==> src/rtl/waiz_input_loader_pkg.sv <==
// Shared types and fixed-point helpers for the waiz input path.
package waiz_pkg;

    typedef enum logic [1:0] {
        FILL   = 2'd0,
        LAUNCH = 2'd1,
        WAIT   = 2'd2
    } loader_state_t;

    // Round half up by sh fractional bits, then saturate to a signed width-bit range.
    function automatic logic signed [63:0] fx_round_sat(
        input logic signed [63:0] x,
        input int                 sh,
        input int                 width
    );
        logic signed [63:0] t;
        logic signed [63:0] r;
        logic signed [63:0] max_v;
        logic signed [63:0] min_v;
        t = x;
        if (sh > 0) begin
            t = x + (64'sd1 <<< (sh - 1));
        end
        r     = t >>> sh;
        max_v = (64'sd1 <<< (width - 1)) - 64'sd1;
        min_v = -(64'sd1 <<< (width - 1));
        if (r > max_v) begin
            r = max_v;
        end else if (r < min_v) begin
            r = min_v;
        end
        return r;
    endfunction

endpackage

==> src/rtl/waiz_input_loader_fx_convert.sv <==
// Combinational Q(IN_WIDTH,IN_NFRAC) -> Q(WIDTH,NFRAC) conversion with round half up and saturation.
module waiz_fx_convert
    import waiz_pkg::*;
#(
    parameter int WIDTH    = 16,
    parameter int NFRAC    = 10,
    parameter int IN_WIDTH = 24,
    parameter int IN_NFRAC = 16
) (
    input  logic signed [IN_WIDTH-1:0] i_data,
    output logic signed [WIDTH-1:0]    o_data
);

    if (IN_NFRAC < NFRAC) begin : g_bad_frac
        $error("waiz_fx_convert: IN_NFRAC must be >= NFRAC");
    end

    assign o_data = WIDTH'(fx_round_sat(64'(i_data), IN_NFRAC - NFRAC, WIDTH));

endmodule

==> src/rtl/waiz_input_loader.sv <==
// Stream-to-frame loader: converts incoming beats and presents a stable feature frame to waiz_benchmark.
module waiz_input_loader
    import waiz_pkg::*;
#(
    parameter int WIDTH      = 16,
    parameter int NFRAC      = 10,
    parameter int IN_WIDTH   = 24,
    parameter int IN_NFRAC   = 16,
    parameter int INPUT_SIZE = 16
) (
    input  logic                       clk,
    input  logic                       reset,
    input  logic                       s_valid,
    output logic                       s_ready,
    input  logic signed [IN_WIDTH-1:0] s_data,
    input  logic                       s_last,
    output logic                       input_ready,
    output logic signed [WIDTH-1:0]    input_data [0:INPUT_SIZE-1],
    input  logic                       output_ready,
    output logic                       frame_err,
    output logic [15:0]                frame_count
);

    localparam int IDX_W = (INPUT_SIZE > 1) ? $clog2(INPUT_SIZE) : 1;
    localparam logic [IDX_W-1:0] LAST_IDX = IDX_W'(INPUT_SIZE - 1);

    loader_state_t           r_state;
    logic [IDX_W-1:0]        r_idx;
    logic                    r_or_q;
    logic signed [WIDTH-1:0] w_conv;
    logic                    w_beat;
    logic                    w_at_last;
    logic                    w_done;

    waiz_fx_convert #(
        .WIDTH    (WIDTH),
        .NFRAC    (NFRAC),
        .IN_WIDTH (IN_WIDTH),
        .IN_NFRAC (IN_NFRAC)
    ) u_conv (
        .i_data (s_data),
        .o_data (w_conv)
    );

    assign w_beat    = s_valid && s_ready;
    assign w_at_last = (r_idx == LAST_IDX);
    assign w_done    = output_ready && !r_or_q;

    always_ff @(posedge clk or posedge reset) begin
        if (reset) begin
            r_state     <= FILL;
            r_idx       <= '0;
            r_or_q      <= 1'b0;
            s_ready     <= 1'b0;
            input_ready <= 1'b0;
            frame_err   <= 1'b0;
            frame_count <= 16'd0;
            for (int i = 0; i < INPUT_SIZE; i++) begin
                input_data[i] <= '0;
            end
        end else begin
            r_or_q      <= output_ready;
            input_ready <= 1'b0;
            frame_err   <= 1'b0;
            case (r_state)
                FILL: begin
                    s_ready <= 1'b1;
                    if (w_beat) begin
                        input_data[r_idx] <= w_conv;
                        if (w_at_last && s_last) begin
                            // Launch outputs are registered so they are visible during the LAUNCH cycle.
                            r_idx       <= '0;
                            s_ready     <= 1'b0;
                            input_ready <= 1'b1;
                            frame_count <= frame_count + 16'd1;
                            r_state     <= LAUNCH;
                        end else if (!w_at_last && !s_last) begin
                            r_idx <= r_idx + 1'b1;
                        end else begin
                            frame_err <= 1'b1;
                            r_idx     <= '0;
                        end
                    end
                end
                LAUNCH: begin
                    s_ready <= 1'b0;
                    r_state <= WAIT;
                end
                WAIT: begin
                    s_ready <= 1'b0;
                    if (w_done) begin
                        s_ready <= 1'b1;
                        r_state <= FILL;
                    end
                end
                default: begin
                    s_ready <= 1'b0;
                    r_idx   <= '0;
                    r_state <= FILL;
                end
            endcase
        end
    end

endmodule

==> config.mk <==
export PLATFORM = sky130hd
export DESIGN_NAME = waiz_input_loader
export DESIGN_NICKNAME = d
export VERILOG_FILES = /design/src/rtl/waiz_input_loader_pkg.sv /design/src/rtl/waiz_input_loader_fx_convert.sv /design/src/rtl/waiz_input_loader.sv
export SDC_FILE = /design/constraint.sdc
export NUM_CORES = 1
export LEC_CHECK = 0
export ABC_AREA = 1
export BUFFER_PORTS_ARGS = -buffer_cell sky130_fd_sc_hd__buf_2
export CAP_MARGIN = 10
export CORE_UTILIZATION = 48
export CTS_BUF_LIST = sky130_fd_sc_hd__clkbuf_16
export DETAILED_ROUTE_END_ITERATION = 10
export PLACE_DENSITY = 0.81
export REMOVE_ABC_BUFFERS = 1
export SYNTH_ARGS = -nofsm -noshare
export SYNTH_HDL_FRONTEND = slang
export SYNTH_SLANG_ARGS = --single-unit
export TNS_END_PERCENT = 5
==> constraint.sdc <==
create_clock -name clk -period 10.33 [get_ports clk]
set_input_delay 3.099 -clock clk [delete_from_list [all_inputs] [get_ports clk]]
set_output_delay 3.099 -clock clk [all_outputs]
set_load 0.02 [all_outputs]
==> reports/metrics.cfg <==
[timing]
setup_violations=0
worst_clock_skew_ns=0.0117
rsz0062_at_grt=no
post-route-period-util=0.557
whs_ns=0.469
hold_viol=0
relSlewSlack=0.244
max_freq_ghz=0.174
fin_crit_ns=5.75
slew_violations=0
worst_pin_slew_ns=1.13

[power]
seqPwrFrac=0.445
swShare=0.341
clock_power_share=0.313
power.switching_uw=1070
peakVddDrop_v=0.000181
leakage_uw=0.00869
power_report.internal_total_uw=2070
comb_power_share=0.242
p_per_area_mw_per_mm2=221

[drt]
num_vias=10100
routed_wl_um=34400
drc_errors=0
ant_nets=0
viasPerCell=5.12
first_iter_violations=832
avgRoutedWirePerCell_um=17.4
first_pass_iters=5

[layout]
fill_cells=2089
n_antenna_cell=0
nets=1680
area_growth_pct=21.0
layout-drive-gt1-share=0.221
fin_util=0.598

[floorplanning]
coreArea_mm2=0.0238
rows=56
die_y_um=158
dieArea_mm2=0.0251
start_util=0.495
pin_count=304
die_w_um=158

[clock_tree]
cts_buffer_depth=3
cts.sinks=282
clockRootBuffer=clkbuf_16
cts_tree=done
cts_htree_levels=1
clkLatencyLatePin_ns=0.54
cts.reportedPaths.clkPinSlew_ns=0.06
post_cts_resized=0
post_cts_buffers=0
holdBufCountCts=0
cts_buffers=29

[global_routing]
overflow=0
grt_max_degree=156
grt_use_total=0.273
antenna_found_initial=0
grt_pass1_wl_um=51800
grt_pass1_vias=9518

[logic_synthesis]
ys_ff_latch=282
synth_area_per_cell_um2=8.61
yosysWarnings=0
netlist_area_mm2=0.0117
synth_top_area_share=0.601
synth_seq_area_share=0.601
syn_inst=1364
synthArstFlopShare=1.00
yosysMostFrequentCell=nand2_1
synth_flop_cell=dfrtp_1
yosys-top-cells-area=dfrtp_1 (60%), nand2_1 (24%), nand3_1 (2.8%), inv_1 (1.8%), buf_6 (1.3%)
yosys.area.top_type=dfrtp_1
synth_edf_count=0
synth_common_cells=nand2_1 (766), dfrtp_1 (282), nand3_1 (65), inv_1 (55), nor2_1 (35)
synth.lib_cells_used.distinct=25

[setup_path]
worstPathArrival_ns=6.22
cp-end-kind=flip-flop
timing.reg2reg.setup_slack_ns=7.67
r2r-start=r_state[1]
cp-start-kind=input port
cp-startpoint=s_data[7]
critical_path_class=input port to flip-flop
crit_fanout=60
required_ns=10.80

[placed_design]
gp_congestion=0.866
dp_hpwl_um=21600
portBuffers=298

[status]
status=finished clean

[worst_hold_path]
min-delay-path-class=flip-flop to flip-flop
min-delay-start=frame_count[15]

[job]
cap_violations=0

metal layers:
metal,vias up,wire [um],global-route usage,part of all wire
met1,4893,14300,0.368,0.42
met3,98,2920,0.0653,0.085
met2,454,15700,0.424,0.46
li1,4699,-,-,-
met5,-,0,0,0
met4,0,1440,0.109,0.042
through the flow:
stage / setup TNS (ns) / cells / power [uW] / setup WS (ns) / instance area, um2
after floorplan: -154.51 / 1308 / 1860 / -0.548 / 11400
after global placement: 0 / 1928 / 2150 / 4.23 / 13300
after detailed placement: 0 / 1928 / 2170 / 4.10 / 13300
after CTS: 0 / 1980 / 3160 / 4.67 / 14200
after global routing: 0 / 1980 / 3290 / 4.36 / 14200
final: 0 / 1980 / 3140 / 4.58 / 14200
final timing paths:
| check | end | depth (start not counted) |
|---|---|---|
| setup / recovery | input_data[222] | 14 |
| hold / removal | frame_count[15] | 1 |
| setup reg to reg | input_data[137] | 8 |
| hold reg to reg | frame_count[15] | 1 |
| max in group asynchronous | input_data[137] | 3 |
| min in group asynchronous | input_data[27] | 2 |
critical path, cell delays in order:
cell	delay (ns)
buf_2	0.10
nand2_1	0.09
nor2_2	0.14
nand2_1	0.14
nor2_2	0.16
nand4_1	0.13
nand2_2	0.40
inv_2	0.06
nand2_2	0.07
buf_4	0.58
nand2_1	0.10
nand2_1	0.85
nand2_1	0.15
nand2_1	0.12
sequential cells by signal (all words and copies together) (netlist names):
| signal | flops |
|---|---|
| input_data | 256 |
| frame_count | 16 |
| r_idx | 4 |
| r_state | 2 |
| frame_err | 1 |
| input_ready | 1 |
| r_or_q | 1 |
| s_ready | 1 |
cell type report:
type	instances	area (um2)	share of cell area
inverter	58	225	0.0158
timing repair buffer	301	1530	0.107
clock buffer	29	726	0.0511
clock inverter	23	153	0.0107
sequential	282	7060	0.496
tap	319	399	0.0281
multi-input combinational	968	4130	0.290
placed cells by master, fill, tap and decap left out, drive strengths merged, types with 11 or more instances in the layout:
cell,instances
nand2,787
buf,301
dfrtp,282
nand3,65
inv,64
nor2,40
clkbuf,29
o21ai,24
xor2,18
clkinv,15
xnor2,11
ha,11
power groups by stage:
stage	combinational, uW	clock, uW	sequential, uW
floorplan	218	0	1640
global placement	745	0	1400
detailed placement	762	0	1410
CTS	766	998	1400
global route	831	1040	1420
finish	761	985	1400
cell families after synthesis:
family	after synthesis	share of synthesized area
compound gates	25	0.0108
fa+ha+maj	11	0.0117
xor+xnor	29	0.0216
buf+inv	114	0.0479
flops	282	0.601
simple gates	903	0.307
(Power assumes the default switching activity.)
